File: config.mk
export PLATFORM = sky130hd
export DESIGN_NAME = frompc_rx
export DESIGN_NICKNAME = d
export VERILOG_FILES = /design/src/rtl/pc_link_pkg.sv /design/src/rtl/frompc_slot.sv /design/src/rtl/frompc_rx.sv
export SDC_FILE = /design/constraint.sdc
export NUM_CORES = 1
export LEC_CHECK = 0
export ABC_AREA = 1
export CAP_MARGIN = 10
export CELL_PAD_IN_SITES_DETAIL_PLACEMENT = 1
export CELL_PAD_IN_SITES_GLOBAL_PLACEMENT = 1
export CORE_UTILIZATION = 30
export DETAILED_ROUTE_END_ITERATION = 7
export PLACE_DENSITY = 0.69
export SETUP_SLACK_MARGIN = 0.2
export SKIP_LAST_GASP = 1
export SLEW_MARGIN = 20
export SYNTH_ARGS = -nofsm -noshare
export SYNTH_HDL_FRONTEND = slang
export SYNTH_SLANG_ARGS = --single-unit
File: constraint.sdc
create_clock -name clk -period 2.02 [get_ports clk]
set_clock_uncertainty 0.05 [all_clocks]
set_input_delay 0.404 -clock clk [delete_from_list [all_inputs] [get_ports clk]]
set_output_delay 0.404 -clock clk [all_outputs]
set_load 0.1 [all_outputs]
File: src/rtl/pc_link_pkg.sv
// Shared constants for the PC byte link: slot framing, word size and error-bit layout.
package pc_link_pkg;

  localparam int          SLOT_STROBES     = 4;
  localparam logic [7:0]  PAD_BYTE         = 8'h00;
  localparam int          BYTES_PER_WORD   = 4;
  localparam int          NOMINAL_SLOT_CYC = 12433;

  localparam int          ERR_PAD = 0;
  localparam int          ERR_TO  = 1;

endpackage

File: src/rtl/frompc_slot.sv
// Slot framer: tracks strobe position within a 4-strobe slot, checks pad bytes and
// times out a partial word; emits data-byte valid, pad-error and timeout pulses.
module frompc_slot
  import pc_link_pkg::*;
#(
  parameter int TO_W        = 16,
  parameter int TIMEOUT_CYC = 2 * NOMINAL_SLOT_CYC
) (
  input  logic       clk,
  input  logic       rst,
  input  logic       clr,
  input  logic       strobe,
  input  logic [7:0] data,
  input  logic       word_part,
  output logic       byte_vld,
  output logic       pad_err,
  output logic       timeout,
  output logic       part
);

  localparam logic [TO_W-1:0] TO_LIM   = TO_W'(TIMEOUT_CYC);
  localparam logic [1:0]      DATA_POS = 2'(SLOT_STROBES - 1);

  logic [1:0]      sub;
  logic [TO_W-1:0] idle;
  logic [TO_W-1:0] idle_inc;

  assign part     = (sub != 2'd0) || word_part;
  assign byte_vld = strobe && (sub == DATA_POS);
  assign pad_err  = strobe && (sub != DATA_POS) && (data != PAD_BYTE);
  assign idle_inc = (&idle) ? idle : idle + TO_W'(1);
  // Fires on the edge where the idle count would reach the limit, so the
  // error is visible exactly TIMEOUT_CYC clocks after the last strobe.
  assign timeout  = !strobe && part && (idle_inc == TO_LIM);

  always_ff @(posedge clk or negedge rst) begin
    if (!rst) begin
      sub  <= 2'd0;
      idle <= '0;
    end else if (clr) begin
      sub  <= 2'd0;
      idle <= '0;
    end else if (strobe) begin
      idle <= '0;
      if (byte_vld || pad_err) sub <= 2'd0;
      else                     sub <= sub + 2'd1;
    end else if (timeout || !part) begin
      sub  <= 2'd0;
      idle <= '0;
    end else begin
      idle <= idle_inc;
    end
  end

endmodule

File: src/rtl/frompc_rx.sv
// PC link receiver: assembles four data bytes (LSB first) into a 32-bit word and
// writes it to RAM with an auto-incrementing address; flags pad errors and timeouts.
module frompc_rx
  import pc_link_pkg::*;
#(
  parameter int ADDR_W      = 8,
  parameter int TO_W        = 16,
  parameter int TIMEOUT_CYC = 2 * NOMINAL_SLOT_CYC
) (
  input  logic              clk,
  input  logic              rst,
  input  logic              rxen,
  input  logic [7:0]        rxpcdata,
  input  logic              clrflag,
  output logic              we,
  output logic [ADDR_W-1:0] w_addr,
  output logic [31:0]       w_data,
  output logic              busy,
  output logic [1:0]        err,
  output logic              done
);

  localparam logic [1:0] LAST_BYTE = 2'(BYTES_PER_WORD - 1);

  logic [1:0]  bcnt;
  logic [31:0] shift;
  logic        strobe;
  logic        byte_vld;
  logic        pad_err;
  logic        timeout;
  logic        part;

  // A full memory or a same-cycle clear swallows the strobe entirely.
  assign strobe = rxen && !done && !clrflag;

  frompc_slot #(
    .TO_W        (TO_W),
    .TIMEOUT_CYC (TIMEOUT_CYC)
  ) u_slot (
    .clk       (clk),
    .rst       (rst),
    .clr       (clrflag),
    .strobe    (strobe),
    .data      (rxpcdata),
    .word_part (bcnt != 2'd0),
    .byte_vld  (byte_vld),
    .pad_err   (pad_err),
    .timeout   (timeout),
    .part      (part)
  );

  assign busy = part;

  always_ff @(posedge clk or negedge rst) begin
    if (!rst) begin
      we     <= 1'b0;
      w_addr <= '0;
      w_data <= '0;
      err    <= 2'b00;
      done   <= 1'b0;
      bcnt   <= 2'd0;
      shift  <= '0;
    end else begin
      we <= 1'b0;
      if (clrflag) begin
        err    <= 2'b00;
        done   <= 1'b0;
        w_addr <= '0;
        bcnt   <= 2'd0;
        shift  <= '0;
      end else begin
        if (we) w_addr <= w_addr + ADDR_W'(1);
        if (pad_err || timeout) begin
          bcnt  <= 2'd0;
          shift <= '0;
        end
        if (pad_err) err[ERR_PAD] <= 1'b1;
        if (timeout) err[ERR_TO]  <= 1'b1;
        if (byte_vld) begin
          if (bcnt == LAST_BYTE) begin
            we     <= 1'b1;
            w_data <= {rxpcdata, shift[23:0]};
            bcnt   <= 2'd0;
            shift  <= '0;
            if (&w_addr) done <= 1'b1;
          end else begin
            shift[{bcnt, 3'b000} +: 8] <= rxpcdata;
            bcnt <= bcnt + 2'd1;
          end
        end
      end
    end
  end

endmodule

* Word level (Yosys, flattened, before mapping)
Cells that the tools add are included.
** Storage, ports and cells
- Word-level logic and storage cells :: 82
- Output and inout port bits :: 45
- Register bits after elaboration :: 96
- Input port bits :: 12
** Cells by class
- Add/subtract/negate cells :: 5
- Eq/ne operators :: 4
- Reductions and logical operators :: 30
- Bitwise logic cells :: 1
- Shift-type cells :: 2
- Mux-type cells :: 30
** Operator list (count)
- 2-to-1 mux 32 bit :: 5
- 2-to-1 mux 16 bit :: 4
- bitwise mux 32 bit :: 1
- variable shift 8 x 7 -> 32 bit (first input constant) :: 1
- variable part select 8 x 7 -> 32 bit :: 1
- 2-to-1 mux 2 bit :: 9
- adder 16 x 1 -> 16 bit (second input constant) :: 1
- == test 16 x 15 -> 1 bit (second input constant) :: 1
- 2-to-1 mux 8 bit :: 2
- AND reduction 16 bit :: 1
- nonzero test 2 bit :: 8
- 2-to-1 mux 1 bit :: 9
- adder 8 x 1 -> 8 bit (second input constant) :: 1
- AND reduction 8 bit :: 1
- nonzero test 8 bit :: 1
- logical AND 1 bit :: 7
- negator 5 -> 7 bit :: 1
- AND reduction 3 bit :: 2
- nonzero test 3 bit :: 2
- adder 2 x 1 -> 2 bit (second input constant) :: 2
- == test 2 bit (second input constant) :: 2
- zero test 1 bit :: 4
- logical OR 1 bit :: 4
- inequality test 2 bit (second input constant) :: 1
- NOT 1 bit :: 1

* Depth between registers and ports, before layout
Gate-level depths: netlist (run 1).
- Depth in word-level cells :: 13
- Mapped depth :: 15
- Gate-level depth less buffers :: 14

* By module
Synthesis (run 1) repeated with hierarchy kept, for this count alone.
** Second synthesis, totals
- Cell total of the unflattened synthesis :: 574
- Area total of the unflattened synthesis :: 4755.8 sq um
** By module, submodules not included
- frompc_rx :: seq. area each 1751.7 sq um, times used 1, cells an instance 387, area each 3392.0 sq um
- frompc_slot :: seq. area each 450.4 sq um, times used 1, cells an instance 187, area each 1363.8 sq um

* Least setup slack after synthesis (run 1)
No wires, ideal clock.
- Kind :: reg2reg
- Start point :: register bcnt[0]
- End point :: register shift[10]
- Period minus slack after synthesis :: 2.604 ns
- Path buffers :: 2
- Stages on the path, launching flop included :: 15
- Arrival time :: 2.430 ns
- Path slack :: -0.584 ns
- Data required time :: 1.847 ns
- Setup time :: 0.123 ns
- Cells stage by stage :: dfrtp_1 -> inv_1 -> ha_1 -> buf_2 -> nand2_1 -> nand2_1 -> inv_1 -> nand3_1 -> nor2_1 -> nand2_1 -> nor2_2 -> nand2_4 -> nand2_4 -> buf_6 -> o21ai_2
** Between the ends
- Word-level cells in the longest chain between the ends :: 11
- Elaborated cells on any way between the ends :: 15
- Classes of those cells :: 1 x add/sub; 1 x eq/ne; 2 x shift; 6 x mux; 5 x reduce/logical
** Ends and longest elaborated chain
- start, declared :: RTL line frompc_rx.sv:25 : logic [1:0] bcnt;
- start signal, assigned :: RTL line frompc_rx.sv:88 : bcnt <= bcnt + 2'd1;
- nonzero test 2 bit * :: RTL line frompc_rx.sv:45 : .word_part (bcnt != 2'd0),
- logical OR 1 bit * :: RTL line frompc_slot.sv:28 : assign part = (sub != 2'd0) || word_part;
- net busy :: RTL line frompc_rx.sv:18 : output logic busy,
- logical AND 1 bit * (2 in a row) :: RTL line frompc_slot.sv:34 : assign timeout = !strobe && part && (idle_inc == TO_LIM);
- logical OR 1 bit * :: RTL line frompc_rx.sv:73 : if (pad_err || timeout) begin
- 2-to-1 mux 32 bit * :: RTL line frompc_rx.sv:73
- 2-to-1 mux 32 bit * :: RTL line frompc_rx.sv:65 : if (clrflag) begin
- bitwise mux 32 bit :: RTL line frompc_rx.sv:87 : shift[{bcnt, 3'b000} +: 8] <= rxpcdata;
- 2-to-1 mux 32 bit :: RTL line frompc_rx.sv:80 : if (bcnt == LAST_BYTE) begin
- 2-to-1 mux 32 bit * :: RTL line frompc_rx.sv:79 : if (byte_vld) begin
- 2-to-1 mux 32 bit * :: RTL line frompc_rx.sv:65
- end signal, assigned by index :: RTL line frompc_rx.sv:87
- end, declared :: RTL line frompc_rx.sv:26 : logic [31:0] shift;
Mark *: on every way through the listed nets, which the timed path passes. The rest lies on a longest branch. The select of a mux whose other input is x is not followed.
A chain may end at the register's enable or synchronous reset.

* Worst setup path after layout (run 1)
- Start point :: register u_slot.idle[0]
- End point :: register shift[12]
** Between the ends
- Word-level cells in the longest chain between the ends :: 11
- Elaborated cells on any way between the ends :: 12
- Classes of those cells :: 1 x add/sub; 1 x eq/ne; 7 x mux; 3 x reduce/logical
** Ends and longest elaborated chain
- start, declared :: RTL line frompc_slot.sv:25 : logic [TO_W-1:0] idle;
- start signal, assigned :: RTL line frompc_slot.sv:51 : idle <= idle_inc;
- adder 16 x 1 -> 16 bit / AND reduction 16 bit (equally long branches) :: RTL line frompc_slot.sv:31 : assign idle_inc = (&idle) ? idle : idle + TO_W'(1);
- 2-to-1 mux 16 bit * :: RTL line frompc_slot.sv:31
- == test 16 x 15 -> 1 bit * :: RTL line frompc_slot.sv:34
- logical AND 1 bit * :: RTL line frompc_slot.sv:34
- logical OR 1 bit * :: RTL line frompc_rx.sv:73
- 2-to-1 mux 32 bit * :: RTL line frompc_rx.sv:73
- 2-to-1 mux 32 bit * :: RTL line frompc_rx.sv:65
- bitwise mux 32 bit :: RTL line frompc_rx.sv:87
- 2-to-1 mux 32 bit :: RTL line frompc_rx.sv:80
- 2-to-1 mux 32 bit * :: RTL line frompc_rx.sv:79
- 2-to-1 mux 32 bit * :: RTL line frompc_rx.sv:65
Every way passes the cells marked *; elsewhere a longest branch is shown, timed or not. The select of a mux whose other input is x is not followed.

==> summary.md, run 1 <==
| Metric | Value |
|---|---|
| Status | `complete, but fails checks` |
| Failing checks | `setup timing` |
| Synth Warn # | `0` |
| Die height | `125 um` |
| Sw Pwr | `0.852 mW` |
| Iter 0 DRT Violations | `123` |
| Rel. slew slack | `0.678` |
| Starting Density | `0.310` |
| Pwr Total | `3.61 mW` |
| Cts bufs inserted | `9` |
| Row cnt | `44` |
| Unrepaired setup endpoints after global routing | `true` |
| Gate power share | `0.084` |
| Setup violations, final | `43` |
| Leakage | `3.20 nW` |
| Pre-antenna DRT Iters | `4` |
| Sequential power share | `0.493` |
| Root Driver | `clkbuf_16` |
| Layout cells sized above 1 | `0.330` |
| H-tree levels | `3` |
| IO Count | `57` |
| Detailed-route wire length | `13800 um` |
| Minimum clock period | `2.18 ns` |
| # clock sinks | `88` |
| CP endpoint kind | `register` |
| Synth unique cells | `30` |
| Die Wd | `125 um` |
| Multi-input logic area | `0.00224 mm2` |
| Overflow after GRT | `0` |
| Cells after Synth | `565` |
| CP arrival | `2.35 ns` |
| Pwr Density | `561 mW/mm2` |
| Port-buffer cells | `56` |
| Worst path slowest cell | `dfrtp_1` |
| Clock Pin Slew Worst Setup and Hold Paths | `0.06 ns` |
| Vias per cell | `4.84` |
| Worst-Skew Late Latency | `0.34 ns` |
| Detailed-route via count | `4295` |
| CP max FO | `6` |
| Initial antenna violation count | `0` |
| Largest net degree at the start of global routing | `41` |
| Final worst-path setup slack | `-0.157 ns` |
| First-pass GRT wire length | `23000 um` |
| Final-report hold violation count | `0` |
| Filler Cell Count | `1744` |
| Max-cap violations | `0` |
| CTS tree | `built` |
| Avg Cell Area, Syn | `8.04 um2` |
| Max Fclk | `0.459 GHz` |
| Post-DRT Antenna Nets | `0` |
| Hold WC Path Type | `reg2reg` |
| Post-Synthesis Cell Area | `0.00454 mm2` |
| DRC Markers | `0` |
| N_diodes | `0` |
| Syn Nets | `586` |
| Die footprint | `0.0156 mm2` |
| Critical path buffers and inverters | `4` |
| Clock power frac | `0.423` |
| Core area | `0.0146 mm2` |
| Worst Tran Pin Value | `0.482 ns` |
| Hpwl dp | `10200 um` |
| Worst VDD drop | `0.377 mV` |
| Tot GR Track Use | `0.184` |
| CP Data Required Time | `2.20 ns` |
| Max clock buf depth | `2` |
| CP delay by family, top | `simple AND/OR/NAND/NOR gates` |
| Crit start category | `register` |
| Register area | `0.00221 mm2` |
| Sequential area share after synthesis | `0.485` |
| Avg WL per Cell | `15.5 um` |
| Area Overhead vs Synth | `41.8%` |
| Worst slack at placement | `-0.367 ns` |
| Final worst path period share | `1.08` |
| #FFs+latches synth | `88` |
| Delay of the slowest critical-path stage | `0.40 ns` |
| P_int | `2.76 mW` |
| Vias in the first global route | `4709` |
| GP Congestion | `0.820` |
| Cell Chain, Critical Path | `buf_4 -> inv_1 -> nor2_4 -> nand2_2 -> o21ai_1 -> nand3_2 -> nor2_1 -> nand2_1 -> nor2_2 -> nand2_4 -> nand2_8 -> buf_12 -> buf_16 -> o21ai_2` |
| Nets@finish | `721` |
| Switching power share of the total | `0.236` |
| Critical path type | `reg2reg` |
| Max Transition Viols Final | `0` |
## cells in the mapped netlist (all sizes together)
master	instances	area [um2]
nor3b	1	7.51
a21oi	37	185
dfrtp	88	2200
nor2	78	357
o21ai	65	400
o21a	1	7.51
nand4	9	56.3
nand2	169	672
inv	50	188
nand3	25	150
or2	2	12.5
buf	13	86.3
xnor2	3	26.3
ha	9	113
nor4	2	12.5
nor4b	1	8.76
nor3	4	20.0
clkbuf	6	22.5
xor2	2	17.5
## logic make-up (layout without fill, tap and decap cells)
logic type | count (synthesis) | count (layout) | synth area share
simple gates | 291 | 292 | 0.285
fa+ha+maj | 9 | 9 | 0.0248
compound gates | 103 | 103 | 0.131
flops | 88 | 88 | 0.485
xor+xnor | 5 | 5 | 0.00964
buf+inv | 69 | 206 | 0.0653
## per-layer routing
layer | routed length [um] | vias to the layer above | GRT usage
met5 | 0 | - | 0
met4 | 255 | 0 | 0.0660
li1 | - | 2078 | -
met1 | 5840 | 2151 | 0.216
met2 | 7430 | 48 | 0.341
met3 | 261 | 18 | 0.0261
## worst reg2reg max path, cell delays in order, from the launching register on
cell and delay [ns]:
dfrtp_1 0.40, buf_4 0.14, inv_1 0.07, nor2_4 0.16, nand2_2 0.10, o21ai_1 0.19
nand3_2 0.10, nor2_1 0.10, nand2_1 0.07, nor2_2 0.18, nand2_4 0.11, nand2_8 0.11
buf_12 0.12, buf_16 0.11, o21ai_2 0.05
## final cells by class
class                   count  share of cell area
clock buffers              13              0.0404
repair buffers            142               0.203
flip-flops and latches     88               0.343
multi-input cells         409               0.347
clock inverters             1            0.000777
well taps                 184              0.0357
inverters                  50              0.0299
## flip-flops by register name, indices dropped and copies added, names as in the netlist
| name | flops |
|---|---|
| bcnt | 2 |
| done | 1 |
| err | 2 |
| shift | 24 |
| u_slot.idle | 16 |
| u_slot.sub | 2 |
| w_addr | 8 |
| w_data | 32 |
| we | 1 |
## timing repair
item | in CTS | in global routing
hold buffers | 1 | 0
cloned | 1 | 1
hold endpoints to repair | 22 | 0
setup buffers | 7 | 5
pin swaps | 9 | 4
setup endpoints to repair | 78 | 80
gates resized for setup | 35 | 18
## per-stage QoR
| step | hold slack, ns | area [um2] | utilization | instances | setup TNS (ns) |
|---|---|---|---|---|---|
| floorplan | 0.0584 | 4610 | - | 565 | 0 |
| global placement | 0.285 | 5830 | 0.398 | 858 | -13.35 |
| global route | 0.459 | 6440 | 0.440 | 887 | -10.64 |
| detailed placement | 0.288 | 5830 | 0.398 | 858 | -20.25 |
| finish | 0.430 | 6440 | 0.440 | 887 | -4.04 |
| CTS | 0.437 | 6340 | 0.433 | 881 | -6.39 |
## path summary, 6_finish.rpt
path                                      from             end  slack (ns)  cells after the start
max in group asynchronous                  rst       shift[11]        0.87                      3
worst min register to register       w_data[7]       w_data[7]        0.43                      2
min in group asynchronous                  rst  u_slot.idle[8]        0.46                      2
worst min-delay path                 w_data[7]       w_data[7]        0.43                      2
worst max-delay path            u_slot.idle[0]       shift[12]       -0.16                     14
worst max register to register  u_slot.idle[0]       shift[12]       -0.16                     14
## cell usage in the layout, fill, tap and decap left out, drive strengths merged
| cell type | instances |
|---|---|
| o21ai | 65 |
| nor3 | 4 |
| nor4b | 1 |
| xor2 | 2 |
| nor2 | 78 |
| inv | 50 |
| nand2 | 170 |
| buf | 131 |
| nand4 | 9 |
| xnor2 | 3 |
| nand3 | 25 |
| dfrtp | 88 |
| or2 | 2 |
| nor4 | 2 |
| dlygate4sd3 | 1 |
| nor3b | 1 |
| a21oi | 37 |
| clkbuf | 13 |
| clkinv | 1 |
| clkdlybuf4s50 | 10 |
| o21a | 1 |
| ha | 9 |
## power by group through the flow
stage               registers, mW  logic [mW]  clock network (mW)
finish                       1.78       0.305                1.53
global route                 1.78       0.327                1.63
CTS                          1.78       0.303                1.58
detailed placement           1.81       0.277                   0
global placement             1.81       0.272                   0
floorplan                    1.87      0.0809                   0
Power figures use the tool's default switching activity.
==> inputs of run 2 (changes only) <==
--- a/config.mk
+++ b/config.mk
@@ -9,6 +9,7 @@
 export CAP_MARGIN = 10
 export CELL_PAD_IN_SITES_DETAIL_PLACEMENT = 1
 export CELL_PAD_IN_SITES_GLOBAL_PLACEMENT = 1
+export CORE_MARGIN = 8
 export CORE_UTILIZATION = 30
 export DETAILED_ROUTE_END_ITERATION = 7
 export PLACE_DENSITY = 0.69
==> summary.md, run 2 (same netlist as run 1, synthesis figures left out) <==
| Metric | Value |
|---|---|
| Sw Pwr | `0.882 mW (+3.5%)` |
| Nets@finish | `732 (+1.5%)` |
| Detailed-route wire length | `14700 um (+6.9%)` |
| Worst hold slack | `0.430 ns (-0.000321 ns)` |
| CP endpoint kind | `register` |
| Post-DRT Antenna Nets | `0 (unchanged)` |
| Clock Pin Slew Worst Setup and Hold Paths | `0.06 ns (about the same)` |
| Root Driver | `clkbuf_16` |
| # clock sinks | `88 (unchanged)` |
| Worst slack at placement | `-0.311 ns (+0.0558 ns)` |
| Worst Tran Pin Value | `0.407 ns (-0.0757 ns)` |
| Most common cell after layout, fill and taps aside | `nand2_1` |
| CP Data Required Time | `2.19 ns (about the same)` |
| Area Overhead vs Synth | `45.4%` |
| Max FFs per register | `32 (unchanged)` |
| Critical path type | `reg2reg` |
| Total negative slack | `-7.34 ns (-3.30 ns)` |
| P_int | `2.78 mW (+0.75%)` |
| Commonest cells after routing, fill and taps aside | `nand2_1, buf_4, dfrtp_1` |
| Sequential power share | `0.486 (-0.007)` |
| Placed cells | `864 (+0.70%)` |
| Crit start category | `register` |
| Top Usage Layer GRT | `met2` |
| Filler Cell Count | `1816 (+4.1%)` |
| GR Util met2 | `0.271 (-0.0704)` |
| Largest net degree at the start of global routing | `48 (+17%)` |
| Die height | `139 um (+11%)` |
| Rel. slew slack | `0.729 (+0.0505)` |
| Die Wd | `139 um (+11%)` |
| CP delay by family, top | `simple AND/OR/NAND/NOR gates` |
| Leakage | `3.26 nW (+2.1%)` |
| IO Count | `57 (unchanged)` |
| CP arrival | `2.39 ns (+0.04 ns)` |
| Clock power frac | `0.427 (+0.004)` |
| Register area | `0.00221 mm2 (about the same)` |
| Starting Density | `0.303 (-0.00690)` |
| Tot GR Track Use | `0.156 (-0.0283)` |
| GP Congestion | `0.831 (+1.4%)` |
| Critical path buffers and inverters | `3 (-1)` |
| Placed Instance Area | `0.00586 mm2 (+0.56%)` |
| CTS tree | `built` |
| Minimum clock period | `2.22 ns (+0.0461 ns)` |
| Setup violations, final | `45 (+4.7%)` |
| Worst path slowest cell | `dfrtp_1` |
| Pwr Total | `3.67 mW (+1.4%)` |
| Initial antenna violation count | `0 (unchanged)` |
| Hpwl dp | `10600 um (+3.7%)` |
| Max clock buf depth | `2 (unchanged)` |
| Pre-antenna DRT Iters | `4 (unchanged)` |
| Die footprint | `0.0193 mm2 (+24%)` |
| Worst VDD drop | `0.379 mV (+0.47%)` |
| Core area | `0.0150 mm2 (+2.3%)` |
| Cts bufs inserted | `9 (unchanged)` |
| H-tree levels | `3 (unchanged)` |
| Final worst path period share | `1.10 (+0.0228)` |
| Status | `complete, but fails checks` |
| Worst-Skew Late Latency | `0.34 ns (about the same)` |
| Switching power share of the total | `0.241 (+0.00497)` |
| Final worst-path setup slack | `-0.203 ns (-0.0461 ns)` |
| Delay of the slowest critical-path stage | `0.35 ns (-0.05 ns)` |
| Detailed-route via count | `4306 (+0.26%)` |
| Fin util | `0.441 (+0.00125)` |
| First-pass GRT wire length | `24500 um (+6.7%)` |
| Port-buffer cells | `56 (unchanged)` |
| Final-report hold violation count | `0 (unchanged)` |
| Largest register by flop count | `w_data` |
| Top Registers | `w_data x32, shift x24, u_slot.idle x16` |
| Iter 0 DRT Violations | `162 (+32%)` |
| Design area | `0.00661 mm2 (+2.6%)` |
| Grt met1 use | `0.188 (-0.0279)` |
| Overflow after GRT | `0 (unchanged)` |
| Max-cap violations | `0 (unchanged)` |
| Row cnt | `45 (+2.3%)` |
| Max Fclk | `0.450 GHz (-2.1%)` |
| Unrepaired setup endpoints after global routing | `true` |
| N_diodes | `0 (unchanged)` |
| Pwr Density | `555 mW/mm2 (-1.1%)` |
| Avg WL per Cell | `16.3 um (+4.8%)` |
| Layout cells sized above 1 | `0.351 (+0.0205)` |
| Max Transition Viols Final | `0 (unchanged)` |
| Failing checks | `setup timing` |
| CP max FO | `8 (+2)` |
| Vias per cell | `4.76 (-1.6%)` |
| DRC Markers | `0 (unchanged)` |
| Met3 Use GR | `0.0320 (+0.00591)` |
| Final std cells w/o fill | `904 (+1.9%)` |
| Vias in the first global route | `4751 (+0.89%)` |
| Cell Chain, Critical Path | `nand2_1 -> buf_4 -> nor2_1 -> nand3_1 -> nand2_1 -> o21ai_2 -> nor2_1 -> nand2_1 -> nor2_2 -> nand2_4 -> nand2_8 -> buf_12 -> buf_12 -> o21ai_2` |
| Crit-path most repeated cell | `nand2_1` |
| Multi-input logic area | `0.00228 mm2 (+2.1%)` |
| Hold WC Path Type | `reg2reg` |
| Gate power share | `0.087 (+0.003)` |
## run 2: power groups by stage
stage | registers, mW | logic [mW] | clock network (mW)
3_5_place_dp | 1.81 | 0.283 | 0
4_1_cts | 1.78 | 0.316 | 1.61
5_1_grt | 1.78 | 0.342 | 1.69
2_1_floorplan | 1.87 | 0.0809 | 0
6_report | 1.78 | 0.319 | 1.57
3_3_place_gp | 1.81 | 0.274 | 0
## run 2: worst paths after layout
kind | from | slack, ns | cells after the start | to
min | w_data[15] | 0.43 | 2 | w_data[15]
min in group asynchronous | rst | 0.47 | 2 | u_slot.sub[0]
max reg2reg | u_slot.idle[8] | -0.20 | 14 | shift[8]
max in group asynchronous | rst | 0.86 | 3 | w_data[12]
min reg2reg | w_data[15] | 0.43 | 2 | w_data[15]
max | u_slot.idle[8] | -0.20 | 14 | shift[8]
## run 2: layout make-up
type / instances / area share
inverter: 50 / 0.0292
multi-input combinational: 409 / 0.346
clock inverter: 3 / 0.00265
sequential: 88 / 0.335
timing repair buffer: 153 / 0.213
tap: 188 / 0.0356
clock buffer: 13 / 0.0394
## run 2: per-layer routing
| layer | vias up | share of wire |
|---|---|---|
| li1 | 2107 | - |
| met5 | - | 0 |
| met3 | 16 | 0.026 |
| met4 | 0 | 0.018 |
| met2 | 50 | 0.51 |
| met1 | 2133 | 0.45 |
## run 2: what timing repair did
| action | CTS | global route |
|---|---|---|
| hold buffers | 1 | 0 |
| endpoints found under the setup margin | 80 | 80 |
| resized for setup | 37 | 26 |
| pin swaps | 12 | 11 |
| hold endpoints to repair | 19 | 0 |
| buffers inserted | 10 | 10 |
| gates cloned | 3 | 0 |
## run 2: worst min-delay path, stage by stage, from the launching register on
cell and delay [ns]:
dfrtp_1 0.35, nand2_1 0.05, nand2_1 0.05
==> inputs of run 3 (changes only) <==
--- a/config.mk
+++ b/config.mk
@@ -9,7 +9,6 @@
 export CAP_MARGIN = 10
 export CELL_PAD_IN_SITES_DETAIL_PLACEMENT = 1
 export CELL_PAD_IN_SITES_GLOBAL_PLACEMENT = 1
-export CORE_MARGIN = 8
 export CORE_UTILIZATION = 30
 export DETAILED_ROUTE_END_ITERATION = 7
 export PLACE_DENSITY = 0.69
==> results of run 3 <==
Same layout as run 1: the final DEF is identical, and so are final timing and power.
